<file path="src/rtl/wb_pkg.sv">
// Shared types and constants for the Wishbone classic single-cycle master.
package wb_pkg;

  typedef enum logic [1:0] {
    IDLE = 2'd0,
    BUS  = 2'd1,
    RESP = 2'd2
  } wb_mst_state_t;

  localparam logic OP_CLASSIC_SINGLE_READ  = 1'b0;
  localparam logic OP_CLASSIC_SINGLE_WRITE = 1'b1;

  // Bit width of a counter that must reach cycles-1 (at least one bit).
  function automatic int timer_width(input int cycles);
    return (cycles <= 2) ? 1 : $clog2(cycles);
  endfunction

endpackage

</file>
<file path="src/rtl/wb_cycle_timer.sv">
// Counts enabled cycles since the last clear and flags the last allowed cycle.
module wb_cycle_timer
  import wb_pkg::*;
#(
  parameter int TIMEOUT_CYCLES = 16
) (
  input  logic clk_i,
  input  logic rst_i,
  input  logic clear,
  input  logic enable,
  output logic expired
);

  localparam int W = timer_width(TIMEOUT_CYCLES);
  localparam logic [W-1:0] LAST = W'(TIMEOUT_CYCLES - 1);

  logic [W-1:0] count_reg;

  // No saturation: the owner leaves the counting state on the expired cycle.
  always_ff @(posedge clk_i or negedge rst_i) begin
    if (!rst_i) begin
      count_reg <= '0;
    end else if (clear) begin
      count_reg <= '0;
    end else if (enable) begin
      count_reg <= count_reg + W'(1);
    end
  end

  assign expired = enable && (count_reg == LAST);

endmodule

</file>
<file path="src/rtl/wb_master_single.sv">
// Wishbone classic single READ/WRITE master with valid/ready request and response ports.
module wb_master_single
  import wb_pkg::*;
#(
  parameter int ADDR_WIDTH     = 32,
  parameter int DATA_WIDTH     = 32,
  parameter int TIMEOUT_CYCLES = 16
) (
  input  logic                  clk_i,
  input  logic                  rst_i,
  input  logic                  req_valid_i,
  output logic                  req_ready_o,
  input  logic                  req_we_i,
  input  logic [ADDR_WIDTH-1:0] req_addr_i,
  input  logic [DATA_WIDTH-1:0] req_wdata_i,
  output logic                  rsp_valid_o,
  input  logic                  rsp_ready_i,
  output logic [DATA_WIDTH-1:0] rsp_rdata_o,
  output logic                  rsp_err_o,
  output logic                  cyc_o,
  output logic                  stb_o,
  output logic                  we_o,
  output logic [ADDR_WIDTH-1:0] adr_o,
  output logic [DATA_WIDTH-1:0] dat_o,
  input  logic [DATA_WIDTH-1:0] dat_i,
  input  logic                  ack_i
);

  wb_mst_state_t         state_reg, state_next;
  logic                  cyc_reg, cyc_next;
  logic                  we_reg, we_next;
  logic [ADDR_WIDTH-1:0] adr_reg, adr_next;
  logic [DATA_WIDTH-1:0] dat_reg, dat_next;
  logic                  rsp_valid_reg, rsp_valid_next;
  logic                  rsp_err_reg, rsp_err_next;
  logic [DATA_WIDTH-1:0] rsp_rdata_reg, rsp_rdata_next;
  logic                  timer_expired;

  // Timer runs only while waiting for ack; ack on the expiry edge takes priority below.
  wb_cycle_timer #(
    .TIMEOUT_CYCLES(TIMEOUT_CYCLES)
  ) u_timer (
    .clk_i  (clk_i),
    .rst_i  (rst_i),
    .clear  (state_reg != BUS),
    .enable ((state_reg == BUS) && !ack_i),
    .expired(timer_expired)
  );

  always_ff @(posedge clk_i or negedge rst_i) begin
    if (!rst_i) begin
      state_reg     <= IDLE;
      cyc_reg       <= 1'b0;
      we_reg        <= 1'b0;
      adr_reg       <= '0;
      dat_reg       <= '0;
      rsp_valid_reg <= 1'b0;
      rsp_err_reg   <= 1'b0;
      rsp_rdata_reg <= '0;
    end else begin
      state_reg     <= state_next;
      cyc_reg       <= cyc_next;
      we_reg        <= we_next;
      adr_reg       <= adr_next;
      dat_reg       <= dat_next;
      rsp_valid_reg <= rsp_valid_next;
      rsp_err_reg   <= rsp_err_next;
      rsp_rdata_reg <= rsp_rdata_next;
    end
  end

  always_comb begin
    state_next     = state_reg;
    cyc_next       = cyc_reg;
    we_next        = we_reg;
    adr_next       = adr_reg;
    dat_next       = dat_reg;
    rsp_valid_next = rsp_valid_reg;
    rsp_err_next   = rsp_err_reg;
    rsp_rdata_next = rsp_rdata_reg;
    case (state_reg)
      IDLE: begin
        if (req_valid_i && req_ready_o) begin
          adr_next   = req_addr_i;
          dat_next   = req_wdata_i;
          we_next    = req_we_i;
          cyc_next   = 1'b1;
          state_next = BUS;
        end
      end
      BUS: begin
        if (ack_i) begin
          cyc_next       = 1'b0;
          we_next        = 1'b0;
          rsp_rdata_next = (we_reg == OP_CLASSIC_SINGLE_WRITE) ? '0 : dat_i;
          rsp_err_next   = 1'b0;
          rsp_valid_next = 1'b1;
          state_next     = RESP;
        end else if (timer_expired) begin
          cyc_next       = 1'b0;
          we_next        = 1'b0;
          rsp_rdata_next = '0;
          rsp_err_next   = 1'b1;
          rsp_valid_next = 1'b1;
          state_next     = RESP;
        end
      end
      RESP: begin
        if (rsp_ready_i) begin
          rsp_valid_next = 1'b0;
          rsp_err_next   = 1'b0;
          state_next     = IDLE;
        end
      end
      default: state_next = IDLE;
    endcase
  end

  // Gated by reset so that every output reads 0 while reset is held.
  assign req_ready_o = rst_i && (state_reg == IDLE);
  assign rsp_valid_o = rsp_valid_reg;
  assign rsp_err_o   = rsp_err_reg;
  assign rsp_rdata_o = rsp_rdata_reg;
  assign cyc_o       = cyc_reg;
  assign stb_o       = cyc_reg;
  assign we_o        = we_reg;
  assign adr_o       = adr_reg;
  assign dat_o       = dat_reg;

endmodule

</file>
<file path="config.mk">
export PLATFORM = sky130hd
export DESIGN_NAME = wb_master_single
export DESIGN_NICKNAME = d
export VERILOG_FILES = /design/src/rtl/wb_pkg.sv /design/src/rtl/wb_cycle_timer.sv /design/src/rtl/wb_master_single.sv
export SDC_FILE = /design/constraint.sdc
export NUM_CORES = 1
export LEC_CHECK = 0
export BUFFER_PORTS_ARGS = -buffer_cell sky130_fd_sc_hd__buf_2
export CORE_MARGIN = 2
export CORE_UTILIZATION = 42
export DETAILED_ROUTE_END_ITERATION = 7
export HOLD_SLACK_MARGIN = 0.05
export PLACE_DENSITY = 0.75
export SLEW_MARGIN = 20
export SYNTH_ARGS = -nofsm -noshare
export SYNTH_HDL_FRONTEND = slang
export SYNTH_SLANG_ARGS = --single-unit
</file>
<file path="constraint.sdc">
create_clock -name clk_i -period 3.69 [get_ports clk_i]
set_input_delay 0.369 -clock clk_i [delete_from_list [all_inputs] [get_ports clk_i]]
set_output_delay 0.369 -clock clk_i [all_outputs]
set_load 0.03 [all_outputs]
</file>
[Yosys cells after proc, flatten, opt, wreduce, memory -nomap -nowiden]
Cells that the tools add are included.
Storage, ports and cells
  register bits: 106
  input bits: 102
  output and inout bits: 102
  logic and storage cells: 54
Cells by class
  $add $sub $neg: 1
  eq/ne operators: 7
  mux-type cells: 22
  reductions and logical operators: 15
Operators by type and width (count)
  2-to-1 mux 32 bit: 3
  AND reduction 3 bit: 3
  2-to-1 mux 1 bit: 8
  2-to-1 mux 2 bit: 4
  2-to-1 mux 4 bit: 2
  case mux 1 bit (2 select lines): 4
  nonzero test 2 bit: 4
  case mux 2 bit (3 select lines): 1
  adder 4 x 1 -> 4 bit (second input constant): 1
  == test 4 bit (second input constant): 1
  logical AND 1 bit: 4
  != test 2 bit (second input constant): 2
  AND reduction 2 bit: 2
  != test 3 bit (second input constant): 1
  == test 2 x 1 -> 1 bit (second input constant): 1
  == test 2 bit (second input constant): 1
  logical NOT 2 bit: 1
  != test 2 x 1 -> 1 bit (second input constant): 1
  logical NOT 1 bit: 1

[Longest topological paths before layout]
Gate-level depths: netlist of the first run.
  word-level depth: 6
  gate-level depth with buffers: 6
  gate-level depth less buffers: 4

[By module]
Synthesis of the first run repeated with hierarchy kept, for this count alone.
Unflattened totals
  cell total of the unflattened synthesis: 326
  area total of the unflattened synthesis: 4225.3 µm²
Modules (own cells, without submodules)
  wb_master_single: times used 1, cells each 308, area an instance 3997.6 µm²
  wb_cycle_timer: times used 1, cells each 18, area an instance 227.7 µm²

[Least setup slack after synthesis of the first run]
OpenSTA, ideal clock, no wires.
  path type: flip-flop to output port
  from: reg state_reg[0]
  to: out req_ready_o
  data arrival time: 1.222 ns
  required time: 3.321 ns
  path slack: 2.099 ns
  cell stages (with the launch flop): 3
  buffers on the path: 1
  cells stage by stage: dfrtp_1 buf_4 nor3b_1
Between the ends
  longest elaborated chain between the ends: 2
Ends and longest elaborated chain
  start: declaration: RTL line wb_master_single.sv:29  | wb_mst_state_t state_reg, state_next;
  start signal: assignment: RTL line wb_master_single.sv:61  | state_reg <= state_next;
  logical NOT 2 bit: RTL line wb_master_single.sv:120  | assign req_ready_o = rst_i && (state_reg == IDLE);
  logical AND 1 bit: RTL line wb_master_single.sv:120
  end: declaration: RTL line wb_master_single.sv:12  | output logic req_ready_o,
Every way passes these cells.

[Final worst setup path of the first run]
  from: reg state_reg[0]
  to: reg dat_reg[18] (netlist: dat_o[18])
Between the ends
  longest elaborated chain between the ends: 4
Ends and longest elaborated chain
  logical NOT 2 bit (*): RTL line wb_master_single.sv:81, wb_master_single.sv:120
  logical AND 1 bit: RTL line wb_master_single.sv:120
  logical AND 1 bit: RTL line wb_master_single.sv:83  | if (req_valid_i && req_ready_o) begin
  AND reduction 2 bit (no source line) (*)
  end signal: assignment: RTL line wb_master_single.sv:65  | dat_reg <= dat_next;
  end: declaration: RTL line wb_master_single.sv:33  | logic [DATA_WIDTH-1:0] dat_reg, dat_next;
Mark *: on every way between the ends. The rest lies on a longest branch, timed or not.
A chain may end at the register's enable or synchronous reset.

==> flow_summary.yaml, run 1 <==
sta:
  rsz0062_at_grt: "no"
  finalMaxSlewViolations: 0
  hold_viol: 0
  holdWs_ns: 0.142
  tightest_slew_ns: 0.999
  setup_viol: 0
  final.setup.worst_slack_ns: 1.59
  fmax_mhz: 476
  period_needed_ns: 2.10
  finalCritPeriodShare_pct: 56.9
  fin_tns_setup_ns: 0
  slew_headroom_pct: 33.4
  finClkSkew_ns: 0.0127
clocking:
  cts_htree_levels: 3
  holdBufCountCts: 0
  cts_root_buffer: "clkbuf_8"
  cts_tree: "built"
  clk_path_buf_depth: 2
  cts_made_buffers: 9
  clk_pin_slew_worst_paths_ns: 0.09
  post_cts_resized: 0
  post_cts_buffers: 0
  cts.sinks: 106
  insertion_delay_ns: 0.35
setup_path:
  required_ns: 3.92
  critPathCaptureType: "register"
  cp-start-kind: "register"
  crit_type: "reg -> reg"
  cp_max_fo: 67
  crit_arrival_ns: 2.33
floorplanning:
  core_mm2: 0.00924
  die_area_mm2: 0.0103
  die_x_um: 102
  die_height_um: 102
  io_pins: 204
  initial_core_util_pct: 43.2
  rows: 35
logic_synthesis:
  avgSynthCellArea_um2: 15.9
  yosys_warnings: 0
  synth_most_common_cell: "dfrtp_1"
  synthXorXnorAreaFrac_pct: 0.658
  synth_edf_count: 0
  synthArstFlopShare_pct: 100
  ys.flop_type: "dfrtp_1"
  synth_mux_area_share_pct: 18.3
  synth_compound_area_share_pct: 8.83
  synth.net_count: 354
  synthTopCellsByArea: "dfrtp_1 66%, mux2_2 18%, a22o_1 7.0%"
  yosys.area.top_type: "dfrtp_1"
  synth_top_family_by_area: "multiplexers"
  netlist.area_leader.share_pct: 66.4
  syn_area_mm2: 0.00399
  syn_inst: 251
  synthAdderAreaFrac_pct: 0.313
  yosysSeqAreaShare_pct: 66.4
  synth-seq-cells: 106
  synth_commonest_cells: "106 x dfrtp_1, 64 x mux2_2, 32 x a22o_1"
  synthDistinctLibCells: 30
  yosys.area_share.simple_pct: 2.66
placement:
  dpl_cell_area_mm2: 0.00509
  post-place-ws_ns: 1.59
  io_buffers: 203
  gp_congestion: 0.741
  dp_hpwl_um: 6530
power_and_ir_drop:
  peakVddDrop_v: 0.000342
  power_density_mw_per_mm2: 876
  leakagePower_nw: 2.69
job:
  cap_violations: 0
finish:
  fin_area_mm2: 0.00531
  finalNetCount: 555
  fin_util_pct: 57.4
  drive_above_1_share_pct: 63.2
  areaGrowthSynthToFinish_pct: 32.8
  n_antenna_cell: 0
run_status:
  status: "finished clean"
route:
  avgViaCountPerCell: 4.82
  drtPass1Iterations: 4
  routed_wirelength_um: 8930
  final_antenna_net_count: 0
  wire_per_inst_um: 15.2
  drc: 0
  drt_iter0_markers: 75
  vias: 2823
grt:
  overflow: 0
  grt_pass1_vias: 2900
  antenna_found_initial: 0
  grt_pass1_wl_um: 13700
  grt_max_degree: 68
  grtUsageTotal_pct: 17.0
min_path:
  holdCritPathClass: "in -> async"
area by class of cell:
cell class,count,area [µm²]
multi-input combinational,128,1240
clock inverter,4,50.0
timing repair buffer,206,1040
fill,780,3940
sequential,106,2650
inverter,1,3.75
clock buffer,12,155
tap,129,161
report_power, final:
part	total (mW)	switching (mW)	internal (mW)
clock network	0.720	0.369	0.350
logic	2.07	1.36	0.713
registers	1.85	0.240	1.61
metrics by stage:
stage	power [mW]	instances
after floorplan	3.30	251
after global placement	3.91	569
after detailed placement	3.96	569
after CTS	4.70	585
after global routing	4.90	586
final	4.64	586
routing by layer:
layer	global-route usage (%)	up-vias	routed length, µm
met2	29.9	124	4530
met5	0	-	0
li1	-	1309	-
met1	20.1	1381	3570
met3	5.31	9	734
met4	4.99	0	96
path summary, 6_finish.rpt:
path / startpoint / to / slack (ns) / cells past startpoint
setup / recovery: state_reg[0] / dat_o[18] / 1.59 / 2
hold / removal: rst_i / cyc_o / 0.14 / 2
setup reg to reg: state_reg[0] / dat_o[18] / 1.59 / 2
hold reg to reg: rsp_rdata_o[10] / rsp_rdata_o[10] / 0.50 / 1
max in group asynchronous: rst_i / rsp_rdata_o[8] / 2.37 / 3
min in group clk_i: rsp_ready_i / state_reg[1] / 0.19 / 2
logic make-up after synthesis:
family	Yosys count
flip-flops	106
multiplexers	65
AO/OA/AOI/OAI	42
buffers and inverters	17
AND/OR/NAND/NOR	17
XOR/XNOR	3
adder cells (fa/ha/maj)	1
layout by cell type, fill, tap and decap left out, types with 2 or more instances in the layout:
cell          n
dfrtp_1     106
clkbuf_8     11
buf_4         3
mux2_2       64
clkinvlp_4    2
nand2_1       3
nor2b_1       3
nand2b_1      2
xor2_1        2
buf_2       202
nor2_1        4
a22o_1       32
worst max-delay path, stage by stage, from the launching register on:
cell      delay [ns]
dfrtp_1         0.48
and4bb_4        1.01
mux2_2          0.42
No activity file was read; power rests on OpenSTA's default activity.
==> run 2: changes to the inputs <==
Settings changed: CORE_UTILIZATION 42 to 41, PLACE_DENSITY 0.75 to 0.76.
Clock period 3.69 ns to 1.8 ns, I/O delays scaled along.
==> flow_summary.yaml, run 2 (synthesized netlist as in run 1, its figures left out) <==
route:
  vias: 3269
  avgViaCountPerCell: 4.78
  drc: 0
  met3_length_um: 809
  drt_iter0_markers: 57
  drt-met1-wl_um: 4210
  wire_per_inst_um: 15.6
  final_antenna_net_count: 0
  wl_met2_um: 5430
  top_layer: "met4"
  drtPass1Iterations: 4
  routed_wirelength_um: 10700
grt:
  antenna_found_initial: 0
  overflow: 0
  grt_pass1_vias: 3328
  grtUsageTotal_pct: 19.5
  grt_pass1_wl_um: 15800
  grt_max_degree: 76
clocking:
  clk_pin_slew_worst_paths_ns: 0.09
  cts_tree: "built"
  clk_path_buf_depth: 2
  cts.sinks: 106
  insertion_delay_ns: 0.35
  cts_root_buffer: "clkbuf_8"
  post_cts_resized: 0
  cts_made_buffers: 9
  cts_htree_levels: 3
power_and_ir_drop:
  power_density_mw_per_mm2: 1550
  pwr-share-clk_pct: 14.1
  p_comb_share_pct: 46.4
  power_switching_mw: 4.13
  peakVddDrop_v: 0.000799
  internal_power_mw: 5.59
  p_sw_share_pct: 42.5
  leakagePower_nw: 3.12
  p_seq_share_pct: 39.4
sta:
  fmax_mhz: 608
  fin_tns_setup_ns: 0
  finClkSkew_ns: 0.00710
  setup_viol: 0
  period_needed_ns: 1.64
  tightest_slew_ns: 0.918
  finalMaxSlewViolations: 0
  final.setup.worst_slack_ns: 0.156
  finalCritPeriodShare_pct: 91.3
  slew_headroom_pct: 38.8
  rsz0062_at_grt: "no"
  hold_viol: 0
finish:
  fin_cells: 684
  final_cell_mix: "202 x buf_2, 106 x dfrtp_1, 89 x dlygate4sd3_1, 64 x mux2_2, 32 x a22o_1"
  areaGrowthSynthToFinish_pct: 57.4
  fin_util_pct: 65.5
  n_antenna_cell: 0
  finalNetCount: 650
  final_common_cell: "buf_2"
  fillers: 705
  drive_above_1_share_pct: 53.4
placement:
  dp_hpwl_um: 6480
  post-place-ws_ns: 0.197
  gp_congestion: 0.770
  dp_cells: 579
  io_buffers: 203
setup_path:
  crit_arrival_ns: 1.46
  crit_end: "req_ready_o"
  critPathCaptureType: "output pin"
  crit_type: "in -> out"
  cp-start-kind: "input port"
  cp_max_fo: 3
  timing.rr.start: "state_reg[1]"
  required_ns: 1.62
  rr_worst_depth: 3
  r2r_slack_ns: 0.20
  critPathLaunch: "rst_i"
  rr_endpoint: "dat_o[20]"
job:
  cap_violations: 0
floorplanning:
  initial_core_util_pct: 41.6
  rows: 36
  die_x_um: 103
  die_area_mm2: 0.0105
  die_height_um: 103
  io_pins: 204
  core_mm2: 0.00959
run_status:
  status: "finished clean"
min_path:
  holdCritPathClass: "in -> reg"
  min_delay_path_depth: 2
[run 2: changes by cell type in the layout (fill, tap and decap cells not counted), moves of 2 or more]
cell	previous run	this run
buf_12	0	5
buf_4	3	5
clkbuf_8	11	13
clkinvlp_4	2	0
dlygate4sd3_1	0	89
[run 2: stage by stage]
step                cell area (µm²)  total power [mW]  hold slack [ns]
floorplan                      3990              6.76           -0.116
global placement               5190              8.08            0.267
detailed placement             5190              8.18            0.263
CTS                            6280              9.74           0.0502
global route                   6290              10.2           0.0503
finish                         6290              9.72           0.0694
[run 2: what timing repair did]
action | in CTS | in global routing
setup buffers | 0 | 0
endpoints found under the setup margin | 0 | 0
hold buffers | 89 | 1
endpoints found under the hold margin | 118 | 1
[run 2: cell type report]
type / instances / area, µm² / area share [%]
Sequential cell: 106 / 2650 / 42.2
Multi-Input combinational cell: 128 / 1230 / 19.6
Inverter: 1 / 3.75 / 0.0597
Tap cell: 133 / 166 / 2.65
Clock buffer: 13 / 179 / 2.85
Timing Repair Buffer: 301 / 2040 / 32.4
Clock inverter: 2 / 10.0 / 0.159
[run 2: power groups by stage]
stage / logic, mW / registers (mW) / clock network, mW
after floorplan: 1.06 / 5.70 / 0
after global placement: 4.28 / 3.80 / 0
after detailed placement: 4.33 / 3.84 / 0
after CTS: 4.50 / 3.80 / 1.43
after global routing: 4.76 / 3.94 / 1.54
final: 4.52 / 3.83 / 1.37
[run 2: per-layer routing]
metal	GRT usage, %	up-vias
met5	0	-
met4	8.51	0
met3	4.41	21
met2	34.3	151
met1	22.9	1598
li1	-	1499
[run 2: worst min path at each step]
stage                      endpoint            from
finish                    adr_o[13]  req_addr_i[13]
global route        rsp_rdata_o[24]       dat_i[24]
CTS                  rsp_rdata_o[8]        dat_i[8]
detailed placement         adr_o[5]           rst_i
global placement           adr_o[6]           rst_i
floorplan                  adr_o[0]           rst_i
[run 2: worst max-delay path: stages]
cell           delay, ns
dlygate4sd3_1       0.57
buf_4               0.14
buf_4               0.13
nor3b_1             0.20
buf_2               0.24
==> run 3: changes to the inputs <==
Settings changed: CORE_UTILIZATION 41 to 42, PLACE_DENSITY 0.76 to 0.75.
Clock period 1.8 ns to 2.02 ns, I/O delays scaled along.
==> flow_summary.yaml, run 3 (synthesized netlist as in run 1, its figures left out) <==
run_status:
  status: "finished clean"
placement:
  dp_cells: 572
  gp_congestion: 0.754
  dpl_cell_area_mm2: 0.00515
  io_buffers: 203
  dp_hpwl_um: 6390
setup_path:
  cp-start-kind: "register"
  cp_max_fo: 35
  r2r_slack_ns: 0.40
  crit_path_max_incr_delay_ns: 0.48
  crit_arrival_ns: 1.86
  crit_buf_inv: 1
  critPathCaptureType: "register"
  required_ns: 2.26
  cp_cell_sequence: "and4bb_4, buf_12, mux2_2"
  critPathSlowestCell: "dfrtp_1"
  crit_type: "reg -> reg"
  crit_family: "flip-flops"
power_and_ir_drop:
  p_sw_share_pct: 42.6
  p_seq_share_pct: 39.9
  power_switching_mw: 3.61
  power_density_mw_per_mm2: 1560
  p_comb_share_pct: 45.2
  power_mw: 8.46
  peakVddDrop_v: 0.000626
  internal_power_mw: 4.86
  leakagePower_nw: 2.74
  pwr-share-clk_pct: 14.8
finish:
  fillers: 764
  finalNetCount: 567
  n_antenna_cell: 0
  areaGrowthSynthToFinish_pct: 36.1
  drive_above_1_share_pct: 61.4
  fin_area_mm2: 0.00543
  fin_util_pct: 58.8
  final_cell_mix: "202 x buf_2, 106 x dfrtp_1, 64 x mux2_2, 32 x a22o_1, 10 x dlygate4sd3_1"
  fin_cells: 598
  final_common_cell: "buf_2"
clocking:
  clk_path_buf_depth: 2
  cts.sinks: 106
  clk_pin_slew_worst_paths_ns: 0.10
  cts_tree: "built"
  cts_root_buffer: "clkbuf_8"
  insertion_delay_ns: 0.35
  cts_made_buffers: 9
  cts_htree_levels: 3
grt:
  grt_pass1_wl_um: 13500
  grt_max_degree: 104
  overflow: 0
  grt_pass1_vias: 2853
  grtUsageTotal_pct: 16.8
  antenna_found_initial: 0
route:
  drc: 0
  vias: 2866
  final_antenna_net_count: 0
  drt_iter0_markers: 87
  wire_per_inst_um: 15.1
  avgViaCountPerCell: 4.79
  drtPass1Iterations: 5
  routed_wirelength_um: 9050
floorplanning:
  die_area_mm2: 0.0103
  core_mm2: 0.00924
  io_pins: 204
  rows: 35
  die_x_um: 102
  die_height_um: 102
  initial_core_util_pct: 43.2
sta:
  finalMaxSlewViolations: 0
  setup_viol: 0
  rsz0062_at_grt: "no"
  period_needed_ns: 1.62
  fin_tns_setup_ns: 0
  slew_headroom_pct: 64.7
  fmax_mhz: 618
  finClkSkew_ns: 0.0165
  hold_viol: 0
  finalCritPeriodShare_pct: 80.1
  tightest_slew_ns: 0.530
min_path:
  holdCritPathClass: "in -> reg"
job:
  cap_violations: 0
[run 3: power by group through the flow]
| stage | logic [mW] | registers (mW) | clock network [mW] |
|---|---|---|---|
| final | 3.83 | 3.38 | 1.26 |
| after global routing | 4.04 | 3.49 | 1.41 |
| after CTS | 3.86 | 3.38 | 1.31 |
| after detailed placement | 3.84 | 3.41 | 0 |
| after global placement | 3.79 | 3.38 | 0 |
| after floorplan | 0.948 | 5.08 | 0 |
[run 3: final timing paths]
| path | start | to | cells after the start |
|---|---|---|---|
| max reg2reg | state_reg[0] | adr_o[21] | 3 |
| min in group asynchronous | rst_i | state_reg[0] | 2 |
| min | req_addr_i[27] | adr_o[27] | 2 |
| max | state_reg[0] | adr_o[21] | 3 |
| min reg2reg | rsp_rdata_o[6] | rsp_rdata_o[6] | 1 |
| max in group asynchronous | rst_i | adr_o[22] | 3 |
[run 3: repair_timing]
action | 4_1_cts | 5_1_grt
setup buffers | 0 | 0
gates resized for setup | 0 | 0
hold endpoints to repair | 110 | 5
hold buffers | 5 | 5
[run 3: layer usage]
layer	global-route usage, %	vias to the layer above	share of wire (%)
li1	-	1342	-
met5	0	-	0
met3	5.31	12	7.8
met4	5.82	0	0.91
met2	28.1	124	50
met1	20.6	1388	41
[run 3: per-stage QoR]
| stage | worst slack, ns | hold WS (ns) |
|---|---|---|
| finish | 0.401 | 0.0703 |
| global placement | 0.472 | 0.0272 |
| floorplan | 0.475 | -0.0936 |
| CTS | 0.397 | 0.0531 |
| global route | 0.286 | 0.0504 |
| detailed placement | 0.403 | 0.0278 |
[run 3: area by class of cell]
type                    instances  area, µm²  share of cell area (%)
clock inverters                 4       52.6                   0.967
flip-flops and latches        106       2650                    48.8
repair buffers                218       1190                    22.0
well taps                     129        161                    2.97
multi-input cells             128       1230                    22.7
clock buffers                  12        135                    2.49
inverters                       1       3.75                  0.0691
